### config.mk
export PLATFORM = sky130hd
export DESIGN_NAME = spi_sram_bridge
export DESIGN_NICKNAME = d
export VERILOG_FILES = /design/src/rtl/spi_sram_bridge.sv
export SDC_FILE = /design/constraint.sdc
export NUM_CORES = 1
export LEC_CHECK = 0
export CAP_MARGIN = 25
export CORE_MARGIN = 5
export CORE_UTILIZATION = 23
export DETAILED_ROUTE_END_ITERATION = 8
export DONT_BUFFER_PORTS = 1
export PLACE_DENSITY = 0.34
export REMOVE_ABC_BUFFERS = 1
export SLEW_MARGIN = 20
export SYNTH_ARGS = -nofsm -noshare
export SYNTH_HDL_FRONTEND = slang
export SYNTH_SLANG_ARGS = --single-unit
### constraint.sdc
create_clock -name clk -period 5 [get_ports clk]
set_clock_uncertainty 0.1 [all_clocks]
set_input_delay 1.5 -clock clk [delete_from_list [all_inputs] [get_ports clk]]
set_output_delay 1.5 -clock clk [all_outputs]
set_load 0.05 [all_outputs]
### src/rtl/spi_sram_bridge.sv
`default_nettype none
// ============================================================================
// Module      : spi_sram_bridge
// Description : Single-word request port to a 23LC512-style serial SRAM,
//               one 40-bit SPI mode-0 frame per 16-bit word.
// Revision    : 1.0 - initial release
// ============================================================================
module spi_sram_bridge #(
    parameter int CLK_DIV = 2
) (
    input  logic        clk,
    input  logic        rst,
    input  logic        mem_req,
    input  logic        mem_we,
    input  logic [15:0] mem_addr,
    input  logic [15:0] mem_wdata,
    output logic [15:0] mem_rdata,
    output logic        mem_ready,
    output logic        spi_cs_n,
    output logic        spi_sck,
    output logic        spi_mosi,
    input  logic        spi_miso
);

    localparam int              C_HW   = (CLK_DIV > 1) ? $clog2(CLK_DIV) : 1;
    localparam logic [C_HW-1:0] C_HMAX = C_HW'(CLK_DIV - 1);

    typedef enum logic [2:0] {
        S_IDLE  = 3'd0,
        S_SETUP = 3'd1,
        S_SHIFT = 3'd2,
        S_HOLD  = 3'd3,
        S_DESEL = 3'd4
    } state_t;

    state_t          r_state_q,  w_state_d;
    logic [C_HW-1:0] r_hcnt_q,   w_hcnt_d;
    logic [5:0]      r_bitcnt_q, w_bitcnt_d;
    logic [39:0]     r_frame_q,  w_frame_d;
    logic [15:0]     r_rx_q,     w_rx_d;
    logic            r_we_q,     w_we_d;
    logic            r_cs_n_q,   w_cs_n_d;
    logic            r_sck_q,    w_sck_d;
    logic            r_mosi_q,   w_mosi_d;
    logic            r_ready_q,  w_ready_d;
    logic [15:0]     r_rdata_q,  w_rdata_d;

    logic            w_hdone;
    logic [39:0]     w_frame_new;
    logic            w_unused_addr;

    assign w_unused_addr = mem_addr[15];
    assign w_hdone       = (r_hcnt_q == C_HMAX);

    // Word address becomes an even byte address; read frames carry zero data bits.
    assign w_frame_new = {mem_we ? 8'h02 : 8'h03, mem_addr[14:0], 1'b0,
                          mem_we ? mem_wdata : 16'h0000};

    always_comb begin
        w_state_d  = r_state_q;
        w_hcnt_d   = w_hdone ? '0 : r_hcnt_q + 1'b1;
        w_bitcnt_d = r_bitcnt_q;
        w_frame_d  = r_frame_q;
        w_rx_d     = r_rx_q;
        w_we_d     = r_we_q;
        w_cs_n_d   = r_cs_n_q;
        w_sck_d    = r_sck_q;
        w_mosi_d   = r_mosi_q;
        w_ready_d  = r_ready_q;
        w_rdata_d  = r_rdata_q;

        case (r_state_q)
            S_IDLE: begin
                w_hcnt_d = '0;
                if (mem_req && r_ready_q) begin
                    w_state_d  = S_SETUP;
                    w_ready_d  = 1'b0;
                    w_cs_n_d   = 1'b0;
                    w_sck_d    = 1'b0;
                    w_we_d     = mem_we;
                    w_frame_d  = w_frame_new;
                    w_mosi_d   = w_frame_new[39];
                    w_bitcnt_d = 6'd39;
                end
            end
            S_SETUP: begin
                if (w_hdone) begin
                    w_state_d = S_SHIFT;
                    w_sck_d   = 1'b1;
                    w_rx_d    = {r_rx_q[14:0], spi_miso};
                end
            end
            S_SHIFT: begin
                if (w_hdone) begin
                    if (r_sck_q) begin
                        w_sck_d = 1'b0;
                        if (r_bitcnt_q == 6'd0) begin
                            w_state_d = S_HOLD;
                            w_mosi_d  = 1'b0;
                        end else begin
                            w_frame_d  = {r_frame_q[38:0], 1'b0};
                            w_mosi_d   = r_frame_q[38];
                            w_bitcnt_d = r_bitcnt_q - 1'b1;
                        end
                    end else begin
                        // MISO is sampled on the same edge that raises SCK.
                        w_sck_d = 1'b1;
                        w_rx_d  = {r_rx_q[14:0], spi_miso};
                    end
                end
            end
            S_HOLD: begin
                if (w_hdone) begin
                    w_state_d = S_DESEL;
                    w_cs_n_d  = 1'b1;
                    if (!r_we_q) begin
                        w_rdata_d = r_rx_q;
                    end
                end
            end
            S_DESEL: begin
                if (w_hdone) begin
                    w_state_d = S_IDLE;
                    w_ready_d = 1'b1;
                end
            end
            default: begin
                w_state_d = S_IDLE;
            end
        endcase
    end

    always_ff @(posedge clk) begin
        if (rst) begin
            r_state_q  <= S_IDLE;
            r_hcnt_q   <= '0;
            r_bitcnt_q <= '0;
            r_frame_q  <= '0;
            r_rx_q     <= '0;
            r_we_q     <= 1'b0;
            r_cs_n_q   <= 1'b1;
            r_sck_q    <= 1'b0;
            r_mosi_q   <= 1'b0;
            r_ready_q  <= 1'b1;
            r_rdata_q  <= '0;
        end else begin
            r_state_q  <= w_state_d;
            r_hcnt_q   <= w_hcnt_d;
            r_bitcnt_q <= w_bitcnt_d;
            r_frame_q  <= w_frame_d;
            r_rx_q     <= w_rx_d;
            r_we_q     <= w_we_d;
            r_cs_n_q   <= w_cs_n_d;
            r_sck_q    <= w_sck_d;
            r_mosi_q   <= w_mosi_d;
            r_ready_q  <= w_ready_d;
            r_rdata_q  <= w_rdata_d;
        end
    end

    assign mem_rdata = r_rdata_q;
    assign mem_ready = r_ready_q;
    assign spi_cs_n  = r_cs_n_q;
    assign spi_sck   = r_sck_q;
    assign spi_mosi  = r_mosi_q;

endmodule
`default_nettype wire

# [Word level (Yosys, flattened, before mapping)]
# Cells that the tools add are included.
# W data, S select, Z words.
[word_totals] ff_bits=86 out_inout_bits=20 wordCells=81
[op_classes] add_sub_neg=2 n_eq_ne=13 muxes=36 n_bitwise=1 n_reduce_logical=18
[op_table] cell="$mux W39" count=4
[op_table] cell="$pmux W39 S2" count=1
[op_table] cell="$mux W16" count=4
[op_table] cell="$pmux W16 S2" count=1
[op_table] cell="$mux W6" count=4
[op_table] cell="$mux W3" count=7
[op_table] cell="$ne A2 B2 Y1 const B" count=9
[op_table] cell="$pmux W3 S5" count=1
[op_table] cell="$pmux W6 S2" count=1
[op_table] cell="$reduce_and A4 Y1" count=3
[op_table] cell="$mux W1" count=9
[op_table] cell="$reduce_and A3 Y1" count=3
[op_table] cell="$reduce_bool A2 Y1" count=4
[op_table] cell="$reduce_and A7 Y1" count=1
[op_table] cell="$eq A3 B2 Y1 const B" count=2
[op_table] cell="$logic_not A6 Y1" count=1
[op_table] cell="$pmux W1 S2" count=3
[op_table] cell="$sub A6 B1 Y6 const B" count=1
[op_table] cell="$reduce_and A5 Y1" count=1
[op_table] cell="$eq A3 B1 Y1 const B" count=1
[op_table] cell="$eq A3 B3 Y1 const B" count=1
[op_table] cell="$logic_not A3 Y1" count=1
[op_table] cell="$pmux W1 S3" count=1
[op_table] cell="$reduce_bool A3 Y1" count=1
[op_table] cell="5 further kinds" count=5

# [Longest topological paths before layout]
[depth] word_depth=5 mapped_depth=8

# [Worst setup path before layout]
# Ideal clock, no wire load.
[synth_timing] path_kind="input-to-reg" from="input mem_req" to="register r_frame_q[0]" setup_ps=70 t_arrival_ps=2666 t_required_ps=4830 path_slack_ps=2164 path_stages=4 cell_sequence="nand3b_1 > a211o_1 > or4_1 > a21oi_1"
[synth_between] elab_chain_len=3
[synth_lines] item="start: declaration" line="13" text="input logic mem_req,"
[synth_lines] item="$logic_and A1 B1 Y1" line="75" text="if (mem_req && r_ready_q) begin"
[synth_lines] item="$ne A2 B2 Y1 (no source line)"
[synth_lines] item="$reduce_and A5 Y1 (no source line)"
[synth_lines] item="end signal: assignment" line="150" text="r_frame_q <= w_frame_d;"
[synth_lines] item="end: declaration" line="39" text="logic [39:0] r_frame_q, w_frame_d;"
# No other way between the ends.
# A chain may end at the register's enable or synchronous reset.

# [Worst setup path after layout]
[layout_timing] from="input mem_req" to="register r_frame_q[14]"
# The elaborated chain is that of the path after synthesis.

==> impl_metrics.ini <==
[synthesis]
yosysTopAreaCell = dfxtp_1
synthFlopType = dfxtp_1
ys_top_cells_by_area = dfxtp_1, a21oi_1, mux2i_1
synth_edf_count = 0
yosysWarnings = 0
syn_avg_cell_area_sq_um = 8.98
synthDistinctLibCells = 50
ys_ff_latch = 86
yosysMostFrequentCell = dfxtp_1
syn-instance-count = 412
ys_top_cells_by_count = dfxtp_1, a21oi_1, nand2_1
syn_area_sq_mm = 0.00370
yosysTopAreaCellShare_pct = 46.5
seq_area_frac_synth_pct = 46.5
synthArstFlopShare_pct = 0

[die]
dieArea_sq_mm = 0.0187
ioPinCount = 57
die_width_um = 137
num_rows = 46
design.core.area_sq_mm = 0.0158
die_h_um = 137
start_util_pct = 23.4

[cells_and_area]
seq_area_sq_mm = 0.00172
multi_input_area_sq_mm = 0.00177
finalNetCount = 432
fillers = 1719
final_area_sq_mm = 0.00418
drive_gt1_share_pct = 7.54
syn_to_final_growth_pct = 12.8

[power]
clkPwrFrac_pct = 46.0
ir_drop_uv = 196
combPwrFrac_pct = 7.8
leakagePower_nw = 1.63
pwr_density_cell_mw_per_mm2 = 393
switching_share_pct = 23.6
p_int_mw = 1.25
switchingPower_mw = 0.387
seqPwrFrac_pct = 46.2
power_mw = 1.64

[timing]
relSlewSlack_pct = 38.2
hold_violations = 0
slew_violations = 0
setup_tns_ps = 0
min_period_ps = 3200
fin_crit_sh_pct = 64.1
worst_slack_ps = 1800
setup_viol = 0
tightest_slew_ps = 926
max_freq_mhz = 312
rsz0062_at_grt = false

[clock_tree]
cts.repair.resized = 0
cts_hold_buffers = 0
cts_tree = done
clkTransAtPathRegs_ps = 60
post-cts-setup-buffers = 0
cts_made_buffers = 9
clock_latency_ps = 340
htreeDepth = 3
root_buffer = clkbuf_16
cts_sinks = 86
cts_buffer_depth = 2

[setup_path]
cp_max_fo = 22
crit_type = input port to flip-flop
crit_family = simple AND/OR/NAND/NOR gates
cp_cell_sequence = nand3b_1 > a211o_1 > nor2_2 > buf_4 > a211oi_1
crit_required_ps = 5110
slowest_delay_ps = 600
critPathCaptureType = flip-flop
startpoint_type = input port
reg2regPathDepth = 5
cp_slowest_cell = nor2_2
cp.depth = 5
path_buf_inv = 1
cp.arrival_ps = 3310
worstReg2RegStart = mem_ready$_SDFFE_PP1P_
critical_path.startpoint = mem_req

[routing]
first_pass_iters = 5
drt-initial-drc-count = 147
routed_via_density = 4.68
wl_per_cell_um = 15.4
vias = 2895
ant_nets = 0
drt_wl_total_um = 9540
route.detailed.drc = 0

[place]
placed_area_sq_mm = 0.00383
place_ws_ps = 1420
portBuffers = 0
hpwl_um = 5770
gp_congestion = 0.712

[global_routing]
grt_util_all_layers_pct = 10.5
grt_max_degree = 88
antenna_found_initial = 7
grt_pass1_wl_um = 15300
overflow = 0
grt_pass1_vias = 2864

[hold_path]
hp-class = flip-flop to flip-flop
holdPathStages = 2
min-delay-start = r_rx_q[15]$_SDFFE_PP0P_

[run]
max_cap_violations = 0

[outcome]
outcome = finished, final reports clean
final cells by class:
cell class,count,area share (%)
multi-input combinational,285,42.5
inverter,6,0.539
antenna,4,0.240
clock buffer,13,6.47
timing repair buffer,5,0.989
clock inverter,3,1.56
sequential,86,41.2
tap,216,6.47
worst register-to-register path: cells and delay by family (launching register included):
kind	cells	cell delay, ps
buffers and inverters	1	410
and+or+nand+nor	2	960
DFF	1	720
AOI/OAI and AO/OA	2	600
cell families after synthesis:
logic type,synth area share (%)
compound gates,21.6
simple gates,16.6
flops,46.5
buf+inv,5.75
mux,8.65
fa+ha+maj,0.676
xor+xnor,0.237
final timing paths:
check                                    end  slack [ps]
setup / recovery  r_frame_q[14]$_SDFFE_PP0P_        1800
hold / removal    mem_rdata[15]$_SDFFE_PP0P_         360
setup reg to reg  r_frame_q[14]$_SDFFE_PP0P_        2080
hold reg to reg   mem_rdata[15]$_SDFFE_PP0P_         360
power groups by stage:
| stage | registers [mW] | clock network, mW | logic [mW] |
|---|---|---|---|
| 6_report | 0.758 | 0.754 | 0.128 |
| 4_1_cts | 0.759 | 0.782 | 0.130 |
| 3_3_place_gp | 0.774 | 0 | 0.127 |
| 5_1_grt | 0.763 | 0.809 | 0.145 |
| 2_1_floorplan | 0.765 | 0 | 0.102 |
| 3_5_place_dp | 0.774 | 0 | 0.130 |
placed cells by master, fill, tap and decap left out, types with 3 or more instances in the layout:
cell and count:
dfxtp_1 86, a21oi_1 73, nand2_1 41, mux2i_1 32, a211oi_1 30, nor2_1 26
and3_1 17, clkbuf_16 9, nor3_1 8, nand2b_1 7, inv_1 6, o21ai_0 6
diode_2 4, buf_4 4, or3_1 3, clkbuf_8 3
stage by stage:
step	hold WS [ps]	std cells	util [%]
final	359	618	26.4
after global routing	375	618	26.4
after CTS	354	614	26.3
after detailed placement	344	598	24.2
after global placement	344	596	24.1
after floorplan	325	377	-
state kept, by name (all words and copies together), names as in the netlist:
name        flops
mem_rdata      16
mem_ready       1
r_bitcnt_q      6
r_frame_q      39
r_hcnt_q        1
r_rx_q         16
r_state_q       3
r_we_q          1
spi_cs_n        1
spi_mosi        1
spi_sck         1
metal layers:
layer,global-route usage (%),vias up,wire length (um)
li1,-,1441,-
met1,12.8,1366,4350
met2,16.5,63,4280
met3,5.18,19,763
met4,2.99,6,117
met5,0,-,23
(Power assumes the default switching activity.)
